===== config.mk =====
export PLATFORM = sky130hd
export DESIGN_NAME = ceespu_irq_ctrl
export DESIGN_NICKNAME = d
export VERILOG_FILES = /design/src/rtl/ceespu_irq_ctrl.sv
export SDC_FILE = /design/constraint.sdc
export NUM_CORES = 1
export LEC_CHECK = 0
export BUFFER_PORTS_ARGS = -buffer_cell sky130_fd_sc_hd__buf_2
export CORE_UTILIZATION = 45
export CTS_BUF_LIST = sky130_fd_sc_hd__clkbuf_16
export DETAILED_ROUTE_END_ITERATION = 10
export PLACE_DENSITY_LB_ADDON = 0.05
export SETUP_SLACK_MARGIN = 0.5
export SYNTH_ARGS = -nofsm -noshare
export SYNTH_HDL_FRONTEND = slang
export SYNTH_SLANG_ARGS = --single-unit

===== constraint.sdc =====
create_clock -name I_clk -period 3.27 [get_ports I_clk]
set_input_delay 0.327 -clock I_clk [delete_from_list [all_inputs] [get_ports I_clk]]
set_output_delay 0.327 -clock I_clk [all_outputs]
set_load 0.005 [all_outputs]

===== src/rtl/ceespu_irq_ctrl.sv =====
// ceespu_irq_ctrl: latched, masked, fixed-priority interrupt controller with req/ack/done handshake
// Define CEESPU_IRQ_EDGE_EN to pend sources on rising edges instead of on level.
module ceespu_irq_ctrl #(
   parameter int                 NUM_IRQ    = 8,
   parameter logic [31:0]        VEC_BASE   = 32'h0000_0100,
   parameter int                 VEC_STRIDE = 16,
   parameter logic [NUM_IRQ-1:0] RESET_MASK = {{(NUM_IRQ-1){1'b0}}, 1'b1}
) (
   input  logic                       I_clk,
   input  logic                       I_rst_n,
   input  logic [NUM_IRQ-1:0]         I_src,
   input  logic                       I_mask_we,
   input  logic [NUM_IRQ-1:0]         I_mask_data,
   input  logic                       I_clr_we,
   input  logic [NUM_IRQ-1:0]         I_clr_data,
   input  logic                       I_irq_ack,
   input  logic                       I_irq_done,
   output logic                       O_irq,
   output logic [$clog2(NUM_IRQ)-1:0] O_irq_id,
   output logic [31:0]                O_irq_addr,
   output logic [NUM_IRQ-1:0]         O_pending,
   output logic [NUM_IRQ-1:0]         O_mask
);
   localparam int IW = $clog2(NUM_IRQ);
   localparam int SH = $clog2(VEC_STRIDE);
   localparam logic [NUM_IRQ-1:0] ONE = {{(NUM_IRQ-1){1'b0}}, 1'b1};

   typedef enum logic [1:0] {IDLE, REQ, SERVICE} state_t;

   state_t             state_q, state_d;
   logic [NUM_IRQ-1:0] det, clr, elig;
   logic [IW-1:0]      win, id_d;
   logic               irq_d;
   logic [31:0]        addr_d;

`ifdef CEESPU_IRQ_EDGE_EN
   logic [NUM_IRQ-1:0] prev;
   always_ff @(posedge I_clk or negedge I_rst_n)
      if (!I_rst_n) prev <= '0;
      else prev <= I_src;
   assign det = I_src & ~prev;
`else
   assign det = I_src;
`endif

   // only the acknowledged ID is retired; a same-edge set still wins below
   assign clr  = (I_clr_we ? I_clr_data : '0) |
                 ((state_q == REQ && I_irq_ack) ? ONE << O_irq_id : '0);
   assign elig = O_pending & O_mask;

   always_comb begin
      win = '0;
      for (int i = NUM_IRQ - 1; i >= 0; i--)
         if (elig[i]) win = IW'(i);
   end

   always_comb begin
      state_d = state_q;
      irq_d   = O_irq;
      id_d    = O_irq_id;
      addr_d  = O_irq_addr;
      case (state_q)
         IDLE: if (|elig) begin
            state_d = REQ;
            irq_d   = 1'b1;
            id_d    = win;
            addr_d  = VEC_BASE + (32'(win) << SH);
         end
         REQ: if (I_irq_ack) begin
            state_d = SERVICE;
            irq_d   = 1'b0;
         end
         SERVICE: if (I_irq_done) state_d = IDLE;
         default: state_d = IDLE;
      endcase
   end

   always_ff @(posedge I_clk or negedge I_rst_n)
      if (!I_rst_n) begin
         state_q    <= IDLE;
         O_irq      <= 1'b0;
         O_irq_id   <= '0;
         O_irq_addr <= VEC_BASE;
         O_pending  <= '0;
         O_mask     <= RESET_MASK;
      end else begin
         state_q    <= state_d;
         O_irq      <= irq_d;
         O_irq_id   <= id_d;
         O_irq_addr <= addr_d;
         O_pending  <= (O_pending & ~clr) | det;
         if (I_mask_we) O_mask <= I_mask_data;
      end
endmodule


==> reports/metrics.csv <==
stage,metric,value,unit
global_routing,grt_pass1_wl,4440,um
critical_path,crit_family,flip-flops,
sta,setup_viol,0,
yosys,syn_avg_cell_area,9.93,um2
floorplan,die_h,55.4,um
yosys,ys_top_cells_by_area,"dfrtp_1 (41%), buf_4 (19%), mux2_2 (7.0%), nand2_1 (6.7%), a31o_1 (5.5%)",
sta,fin_crit_sh,38.7,%
critical_path,cp-end-kind,output port,
yosys,synth.most_common_cell,buf_4,
floorplan,num_rows,18,
power_and_ir_drop,p_seq_share,43.3,%
floorplan,die-area,3060,um2
critical_path,crit_chain,buf_2,
sta,tns,0,ns
power_and_ir_drop,pwr-share-comb,29.5,%
power_and_ir_drop,power_density,630,nW/um2
critical_path,criticalPathCategory,flop to output port,
yosys,ys_ff_latch,22,
drt,wl,2700,um
clock_network,clkSlewWorstSetupHoldPaths,0.06,ns
yosys,ys.flop_type,dfrtp_1,
critical_path,arrival,0.94,ns
global_routing,grt_max_degree,23,
global_routing,first_global_vias,958,
drt,antenna_left,0,
global_routing,grt_use_total,18.2,%
clock_network,root_buffer,clkbuf_16,
clock_network,hold_buffers,0,
yosys,syn_area,1280,um2
yosys,synth.distinct_cells,25,
clock_network,clock-sinks,22,
yosys,synth_cells,129,
sta,clock_skew,0.00349,ns
yosys,synth_edf_count,0,
status,status,"complete, no violations",
sta,worstMarginPinSlew,0.505,ns
placed_design,placed_cells,204,
global_routing,antenna_found_initial,0,
floorplan,start_util,49.5,%
yosys,synth_warnings,0,
clock_network,cts_made_buffers,3,
yosys,yosys.area.top_type_share,41.0,%
final_layout,instances_no_fill,208,
global_routing,overflow,0,
power_and_ir_drop,p_sw,0.319,mW
yosys,synthTopCellsByCount,"buf_4 (32), nand2_1 (23), dfrtp_1 (21), a31o_1 (8), mux2_2 (8)",
drt,drt-vias-per-instance,4.94,
power_and_ir_drop,power_frac_clock,27.2,%
run,drv_cap,0,
final_layout,nNetsFinal,209,
placed_design,hpwl,2110,um
yosys,yosysSeqAreaShare,43.1,%
clock_network,clock_latency,0.25,ns
critical_path,worst-path-stages,1,
drt,first_pass_iters,4,
critical_path,cp_slowest_stage_delay,0.56,ns
final_layout,area_delta_synth_final,17.8,%
final_layout,utilization,58.3,%
drt,drtIter0Drc,15,
floorplan,ios,82,
sta,max_slew_margin,66.3,%
drt,vias,1027,
yosys,yosysTopAreaCell,dfrtp_1,
critical_path,required,2.94,ns
power_and_ir_drop,switching_share,33.6,%
yosys,async_flop_share,100,%
critical_path,path_buf_inv,1,
sta,final_hold_viol_count,0,
final_layout,layout-drive-gt1-share,38.2,%
drt,routedWlPerCell,13.0,um
final_layout,diodes,0,
clock_network,cts_setup_buffers,0,
clock_network,htreeDepth,1,
sta,rsz0062_at_grt,false,
clock_network,cts_tree,built,
power_and_ir_drop,p_int,0.632,mW
sta,fin_crit,1.26,ns
sta,max_freq,791,MHz
clock_network,cts_max_path_buffers,2,
placed_design,port_buffers,52,
power_and_ir_drop,power_leakage,0.750,nW
critical_path,worst-r2r-cell-count,4,
clock_network,post_cts_resized,0,
min_path,hp-class,primary input to async pin,
drt,drc,0,
critical_path,cp-start-kind,flop,
floorplan,core-area,2590,um2
sta,slew_viol_final,0,
placed_design,gp_congestion,0.788,
power_and_ir_drop,peakVddDrop,0.000462,V
critical_path,cp_max_fo,5,
critical_path,slowest_stage,dfstp_2,
floorplan,die_x,55.4,um
[routing by layer]
layer  GRT usage [%]  vias to the layer above  wire, um
met2            29.4                       64      1200
met1            23.3                      480      1230
li1                -                      479         -
met4            5.00                        0        38
met5               0                        -         0
met3            5.85                        4       221
[cell type report]
cell class                      count  area [um2]
Timing Repair Buffer               52         260
Multi-Input combinational cell     97         569
Tap cell                           30        37.5
Clock buffer                        3        75.1
Inverter                            3        11.3
Clock inverter                      1        3.75
Fill cell                         243        1080
Sequential cell                    22         552
[logic make-up after synthesis]
kind of cell	count (synthesis)	share of synthesized area (%)
flops	22	43.1
other cells	2	0.586
compound gates	24	14.5
buf+inv	37	20.4
mux	9	7.81
simple gates	35	13.7
[per-stage QoR]
stage / cell area [um2] / total power, mW / setup slack (ns) / hold slack, ns
3_3_place_gp: 1430 / 0.695 / 2.08 / 0.327
2_1_floorplan: 1380 / 0.621 / 2.14 / 0.0314
4_1_cts: 1510 / 0.958 / 2.00 / 0.0480
3_5_place_dp: 1430 / 0.697 / 2.03 / 0.319
5_1_grt: 1510 / 1.01 / 1.89 / 0.0722
6_report: 1510 / 0.951 / 2.01 / 0.0385
[layout by cell type (no fill, tap or decap), types with 2 or more instances in the layout]
| cell | count |
|---|---|
| nor2_4 | 2 |
| nor2_1 | 3 |
| a32o_1 | 2 |
| inv_1 | 3 |
| a21oi_1 | 4 |
| clkbuf_16 | 3 |
| o21ai_0 | 3 |
| nor2b_1 | 2 |
| mux2_2 | 8 |
| conb_1 | 29 |
| nand3_1 | 2 |
| buf_2 | 52 |
| a31o_1 | 8 |
| dfrtp_1 | 21 |
| nand2_1 | 23 |
| a22oi_1 | 4 |
[state kept, by name (all words and copies together), names as in the netlist]
register   cells
O_mask         8
O_irq          1
O_pending      8
O_irq_id       3
state_q        2
[power groups by stage]
stage	sequential (mW)	clock, mW	combinational (mW)
after floorplan	0.405	0	0.215
after global placement	0.413	0	0.282
after detailed placement	0.417	0	0.280
after CTS	0.411	0.264	0.282
after global routing	0.424	0.278	0.312
final	0.411	0.259	0.281
[worst paths after layout]
check	startpoint	end	slack, ns
hold reg to reg	state_q[1]	state_q[0]	0.50
hold / removal	I_rst_n	O_mask[1]	0.04
setup reg to reg	O_mask[5]	O_irq_id[0]	2.01
max in group asynchronous	I_rst_n	O_mask[0]	2.88
setup / recovery	O_mask[0]	O_mask[0]	2.01
min in group I_clk	I_src[6]	O_pending[6]	0.26
No activity file was read; power rests on OpenSTA's default activity.
